## src/rtl/ping_echo_timer.sv

```systemverilog
// ping_echo_timer
//   Time-of-flight capture stage. A ping strobe opens a listen window of
//   WINDOW cycles and clears the timer. Each accepted echo strobe pushes the
//   current timer value into a small timestamp FIFO, bumps a saturating echo
//   counter and starts a holdoff period during which further echoes are
//   ignored. done_stb pulses on the last window cycle.
//
//   Optional feature macro: PING_BLANK_EN. When defined, echoes arriving while
//   timer < BLANK are ignored to mask direct tx feedthrough.
//
// Ports
//   clk         in   system clock
//   rst         in   synchronous reset, active-high
//   ping_stb    in   1-cycle launch strobe (honoured only in IDLE)
//   echo_stb    in   1-cycle RF receive strobe
//   busy        out  window open (LISTEN or HOLD)
//   echo_count  out  accepted echoes since last ping, saturating
//   overflow    out  sticky: an echo was accepted while the FIFO was full
//   done_stb    out  1-cycle pulse on the last window cycle
//   ts_data     out  FIFO head timestamp
//   ts_valid    out  FIFO not empty
//   ts_ready    in   consumer pop
//   dbg_state   out  current FSM state (0 IDLE, 1 LISTEN, 2 HOLD)
//
// Handshake: a pop happens on a clock edge where ts_valid && ts_ready are
// both high; ts_valid never depends on ts_ready, and ts_data holds the head
// value stable until it is popped.
module ping_echo_timer #(
  parameter int TW      = 16,
  parameter int WINDOW  = 32768,
  parameter int HOLDOFF = 256,
  parameter int DEPTH   = 8,
  parameter int CW      = 8,
  parameter int BLANK   = 64
) (
  input  logic          clk,
  input  logic          rst,
  input  logic          ping_stb,
  input  logic          echo_stb,
  output logic          busy,
  output logic [CW-1:0] echo_count,
  output logic          overflow,
  output logic          done_stb,
  output logic [TW-1:0] ts_data,
  output logic          ts_valid,
  input  logic          ts_ready,
  output logic [1:0]    dbg_state
);

  localparam int AW = (DEPTH > 1) ? $clog2(DEPTH) : 1;
  localparam int HW = (HOLDOFF > 1) ? $clog2(HOLDOFF) : 1;

  typedef enum logic [1:0] {
    S_IDLE   = 2'd0,
    S_LISTEN = 2'd1,
    S_HOLD   = 2'd2
  } state_t;

  state_t         r_state;
  state_t         w_next;
  logic [TW-1:0]  r_timer;
  logic [HW-1:0]  r_hold;
  logic [CW-1:0]  r_count;
  logic           r_overflow;
  logic [TW-1:0]  r_mem [DEPTH];
  logic [AW-1:0]  r_wr;
  logic [AW-1:0]  r_rd;
  logic [AW:0]    r_fill;

  logic w_start;
  logic w_last;
  logic w_blank_ok;
  logic w_accept;
  logic w_full;
  logic w_pop;
  logic w_push;

`ifdef PING_BLANK_EN
  assign w_blank_ok = (r_timer >= TW'(BLANK));
`else
  assign w_blank_ok = 1'b1;
`endif

  assign w_start  = (r_state == S_IDLE) && ping_stb;
  assign w_last   = (r_state != S_IDLE) && (r_timer == TW'(WINDOW - 1));
  assign w_accept = (r_state == S_LISTEN) && echo_stb && w_blank_ok;
  assign w_full   = (r_fill == (AW+1)'(DEPTH));
  assign w_pop    = ts_valid && ts_ready;
  // A pop frees the slot the push writes into, so a full FIFO still accepts.
  assign w_push   = w_accept && (!w_full || w_pop);

  // FSM state register
  always_ff @(posedge clk) begin
    if (rst) r_state <= S_IDLE;
    else     r_state <= w_next;
  end

  // FSM next state; window end overrides everything else
  always_comb begin
    w_next = r_state;
    case (r_state)
      S_IDLE:   if (ping_stb) w_next = S_LISTEN;
      S_LISTEN: begin
        if (w_last)        w_next = S_IDLE;
        else if (w_accept) w_next = S_HOLD;
      end
      S_HOLD: begin
        if (w_last)              w_next = S_IDLE;
        else if (r_hold == '0)   w_next = S_LISTEN;
      end
      default:  w_next = S_IDLE;
    endcase
  end

  // Timer, holdoff, counters
  always_ff @(posedge clk) begin
    if (rst) begin
      r_timer    <= '0;
      r_hold     <= '0;
      r_count    <= '0;
      r_overflow <= 1'b0;
    end else begin
      if (w_start)                r_timer <= '0;
      else if (r_state != S_IDLE) r_timer <= r_timer + 1'b1;

      if (w_accept)                           r_hold <= HW'(HOLDOFF - 1);
      else if (r_state == S_HOLD && r_hold != '0) r_hold <= r_hold - 1'b1;

      if (w_start) begin
        r_count    <= '0;
        r_overflow <= 1'b0;
      end else if (w_accept) begin
        if (r_count != '1)       r_count    <= r_count + 1'b1;
        if (w_full && !w_pop)    r_overflow <= 1'b1;
      end
    end
  end

  // Timestamp FIFO; a ping flush takes priority over a same-cycle pop
  always_ff @(posedge clk) begin
    if (rst) begin
      r_wr   <= '0;
      r_rd   <= '0;
      r_fill <= '0;
      for (int i = 0; i < DEPTH; i++) r_mem[i] <= '0;
    end else if (w_start) begin
      r_wr   <= '0;
      r_rd   <= '0;
      r_fill <= '0;
    end else begin
      if (w_push) begin
        r_mem[r_wr] <= r_timer;
        r_wr        <= r_wr + 1'b1;
      end
      if (w_pop) r_rd <= r_rd + 1'b1;
      if (w_push && !w_pop)      r_fill <= r_fill + 1'b1;
      else if (w_pop && !w_push) r_fill <= r_fill - 1'b1;
    end
  end

  assign busy       = (r_state != S_IDLE);
  assign echo_count = r_count;
  assign overflow   = r_overflow;
  assign done_stb   = w_last;
  assign ts_data    = r_mem[r_rd];
  assign ts_valid   = (r_fill != '0);
  assign dbg_state  = r_state;

endmodule

```

## config.mk

```make
export PLATFORM = sky130hd
export DESIGN_NAME = ping_echo_timer
export DESIGN_NICKNAME = d
export VERILOG_FILES = /design/src/rtl/ping_echo_timer.sv
export SDC_FILE = /design/constraint.sdc
export NUM_CORES = 1
export LEC_CHECK = 0
export CORE_MARGIN = 2
export CORE_UTILIZATION = 35
export CTS_CLUSTER_DIAMETER = 100
export CTS_CLUSTER_SIZE = 28
export DETAILED_ROUTE_END_ITERATION = 8
export SLEW_MARGIN = 20
export SYNTH_ARGS = -nofsm -noshare
export SYNTH_HDL_FRONTEND = slang
export SYNTH_SLANG_ARGS = --single-unit
```

## constraint.sdc

```tcl
create_clock -name clk -period 2.5 [get_ports clk]
set_input_delay 0.5 -clock clk [delete_from_list [all_inputs] [get_ports clk]]
set_output_delay 0.5 -clock clk [all_outputs]
set_load 0.1 [all_outputs]
```

After elaboration in Yosys (flattened, before gate mapping):

Memories as Yosys holds them, arrays and structs flattened. A register that Yosys moved wholly into a read port is not among the register bits.
Cells that the tools add are included.

* register bits: 45
* memory bits (writable): 128
* memories: 1

Memories
* r_mem: depth 8, width 16, read ports 1, clocked after Yosys merged registers in 1, wr ports 8, RTL line 65 `logic [TW-1:0] r_mem [DEPTH];`

* add/sub/neg operators: 7
* equality and inequality tests: 8
* muxes and demuxes: 21
* reduce and logical (&&, ||, !) cells: 25

Operator list (count)
* adder 16 x 1 -> 16 bit (second input constant): 1
* equality test 16 x 15 -> 1 bit (second input constant): 1
* two-way mux 16 bit: 1
* two-way mux 8 bit: 2
* OR reduction 16 bit: 1
* two-way mux 2 bit: 5
* logical AND 1 bit: 9
* two-way mux 3 bit: 3
* adder 8 x 1 -> 8 bit (second input constant): 1
* zero test 8 bit: 1
* two-way mux 4 bit: 2
* != test 8 bit (second input constant): 1
* nonzero test 8 bit: 1
* subtractor 8 x 1 -> 8 bit (second input constant): 1
* two-way mux 1 bit: 7
* adder 3 x 1 -> 3 bit (second input constant): 2
* != test 3 bit (second input constant): 2
* case mux 2 bit (3 select lines): 1
* nonzero test 2 bit: 3
* adder 4 x 1 -> 4 bit (second input constant): 1
* equality test 4 bit (second input constant): 1
* AND reduction 2 bit: 2
* nonzero test 4 bit: 1
* subtractor 4 x 1 -> 4 bit (second input constant): 1
* other kinds (8): 10

Logic depth before layout (Yosys ltp):

* word-level depth: 10
* mapped depth: 12
* mapped depth without buffers: 10

Worst setup path after synthesis:

Ideal clock, no wire load.

* kind: reg2out
* from: register r_state[1], in the netlist dbg_state[1]
* to: output port done_stb
* arrival time: 4592 ps
* slack: -2592 ps
* cell stages (with the launch flop): 4
* path through: dfxtp_1 buf_4 o2111ai_1 nor4_1

* longest elaborated chain between the ends: 2

Ends and longest elaborated chain
* start: declaration: RTL line 59 `state_t r_state;`
* start signal: assignment: RTL line 95 `else r_state <= w_next;`
* nonzero test 2 bit: RTL line 85 `assign w_last = (r_state != S_IDLE) && (r_timer == TW'(WINDOW - 1));`
* logical AND 1 bit: RTL line 85
* end: declaration: RTL line 43 `output logic done_stb,`

Every way passes these cells.

==> flow_summary.yaml <==
yosys:
  async_flop_share: 0
  syn_nets: 630
  synth.largest_area_cell: "edfxtp_1"
  synth.area.top_cells: "edfxtp_1 47%, dfxtp_1 12%, and2_1 9.3%"
  ys_seq_area_frac: 0.588
  syn_inst: 615
  syn_area_um2: 8170
  ys.flop_type: "edfxtp_1"
  netlist-cell-type-count: 51
  synth_edf_count: 128
  postSynthAreaPerCell_um2: 13.3
  netlist.area_leader.share: 0.471
  synth_seq_cells: 176
  yosysWarnings: 0
cells_and_area:
  utilization: 0.441
  final_layout_size_suffix_gt1_frac: 0.294
  fin_nets: 685
  diodes: 0
  areaGrowthSynthToFinish_pct: 23.1
  design_area_um2: 10000
detailed_routing:
  num_vias: 4948
  drt_wl_total_mm: 17.4
  viasPerCell: 4.97
  first_iter_violations: 305
  ant_nets: 0
  drtPass1Iterations: 4
  avgRoutedWirePerCell_um: 17.5
  drc: 0
sta:
  fin_crit_ns: 2.60
  worst_hold_slack_ns: 0.489
  hold_viol: 0
  setup_ws_ns: -0.0970
  fin_crit_sh: 1.04
  finalClockSkew_ns: 0.0119
  slew_viol_final: 0
  fmax_ghz: 0.385
  relSlewSlack: 0.641
  worstMarginPinSlew_ns: 0.533
  finalSetupViolations: 16
  fin_tns_setup_ns: -1.09
  rsz0062_at_grt: "yes"
outcome:
  violations: "setup timing"
  status: "finished, violations left"
floorplan:
  initial_core_util: 0.359
  die_h_um: 157
  core_area_um2: 22800
  die_x_um: 157
  num_io_pins: 35
  die-area_um2: 24600
  fp-row-count: 55
run:
  max_cap_violations: 0
clock_network:
  htree_levels: 4
  clockBufferDepth: 2
  cts_hold_buf: 0
  cts_tree: "built"
  root_buffer: "clkbuf_16"
  cts-buffers-inserted: 17
  path_clk_slew_ns: 0.07
  clk_latency_ns: 0.43
  clock-sinks: 176
place:
  dp_hpwl_mm: 11.9
  dpl-instance-area_um2: 9310
  place.gp.congestion: 0.822
  io_buffers: 34
power_and_ir_drop:
  vdd_ir_drop_max_v: 0.000671
  p_per_area_nw_per_um2: 790
  power_mw: 7.94
  p_leak_nw: 3.62
grt:
  grt-ovfl-total: 0
  grt_max_degree: 33
  grt_pass1_wl_mm: 28.5
  grtUsageTotal: 0.153
  grt_pass1_vias: 5228
  antenna_found_initial: 0
min_path:
  hold_path.class: "reg2reg"
setup_path:
  critPathRequiredTime_ns: 2.00
  max_stage_delay_ns: 0.50
  crit_chain: "buf_12 -> buf_16 -> mux4_2 -> mux2_4 -> buf_12"
  crit_path_end_kind: "primary output"
  crit_path_top_delay_cell: "mux4_2"
  path_delay_family: "multiplexers"
  worst-path-buf-inv: 3
  crit_type: "reg2out"
  startpoint_type: "flip-flop"
  cp_max_fo: 8
  critical_path_arrival_ns: 2.10
  r2r_slack_ns: 0.16
  cpMostUsedCell: "buf_12"
==> through the flow <==
step	setup slack, ns	cells
6_report	-0.0970	996
3_3_place_gp	-0.195	959
4_1_cts	-0.120	998
2_1_floorplan	0.0125	615
5_1_grt	-0.163	996
3_5_place_dp	-0.214	959
==> flip-flops by register name, summed over array words and instances, names as in the netlist, named ones only <==
name	count
dbg_state	2
r_hold	8
overflow	1
echo_count	8
r_wr	3
r_fill	4
r_rd	3
r_timer	16
r_mem	128
==> final cells by class <==
| class | instances | area (um2) |
|---|---|---|
| fill | 2054 | 12700 |
| sequential | 176 | 4820 |
| timing repair buffer | 80 | 921 |
| clock buffer | 17 | 425 |
| tap | 313 | 392 |
| inverter | 6 | 27.5 |
| clock inverter | 15 | 160 |
| multi-input combinational | 389 | 3300 |
==> kinds of logic after synthesis <==
| kind of cell | Yosys count | synth area share |
|---|---|---|
| compound gates | 48 | 0.0380 |
| xor+xnor | 24 | 0.0257 |
| fa+ha+maj | 10 | 0.0162 |
| buf+inv | 50 | 0.0260 |
| flops | 176 | 0.588 |
| mux | 53 | 0.117 |
| simple gates | 254 | 0.189 |
==> cells in the final DEF, fill, tap and decap left out, drive strengths merged, types with 13 or more instances in the layout <==
master / n
mux4: 32
dfxtp: 48
inv: 15
and2: 122
mux2: 17
nor4: 13
edfxtp: 128
clkbuf: 17
buf: 76
nand2: 16
a21oi: 18
nor2: 32
==> worst paths after layout <==
check / cells after the start / from / endpoint
worst max-delay path: 5 / flip-flop / ts_data[15]
worst min-delay path: 2 / r_rd[1]$_SDFFE_PP0N_ / flip-flop
worst max register to register: 9 / r_fill[3]$_SDFFE_PP0P_ / r_fill[3]$_SDFFE_PP0P_
worst min register to register: 2 / r_rd[1]$_SDFFE_PP0N_ / flip-flop
==> routing by layer <==
layer,GRT usage,routed length (um),up-vias
met3,0.0352,804,7
met1,0.200,7630,2481
met4,0.0319,74,0
met5,0,0,-
met2,0.261,8930,95
li1,-,-,2365
==> repair_timing <==
| item | in CTS | in global routing |
|---|---|---|
| setup buffers | 4 | 0 |
| resized for setup | 22 | 2 |
| pin swaps | 1 | 0 |
| gates cloned | 3 | 0 |
| setup endpoints to repair | 17 | 17 |
==> cell usage after synthesis, drive strengths merged (3+ instances only) <==
cell	instances
and2	122
nor3	12
nand3	10
a211oi	3
dfxtp	48
clkbuf	32
nor4	13
a21oi	18
mux4	32
o211ai	5
nand3b	3
nand2	16
xnor2	12
mux2i	4
mux2	17
or3	9
inv	6
ha	9
edfxtp	128
nand2b	4
or4	6
xor2	12
o2111ai	3
nor2	32
nand4	5
buf	12
o21ai	11
or2	11
o31ai	3
==> report_power, final <==
group	switching (mW)	total [mW]	internal, mW
Sequential	0.113	3.37	3.26
Clock	1.25	2.59	1.34
Combinational	1.13	1.98	0.844
==> worst register-to-register path, delay by kind of cell (launching register included) <==
family	cells	cell delay (ns)
buf+inv	1	0.05
simple gates	5	1.12
flops	1	0.34
compound gates	1	0.31
fa+ha+maj	2	0.41
Note: power is estimated with default switching activity, not from simulation.
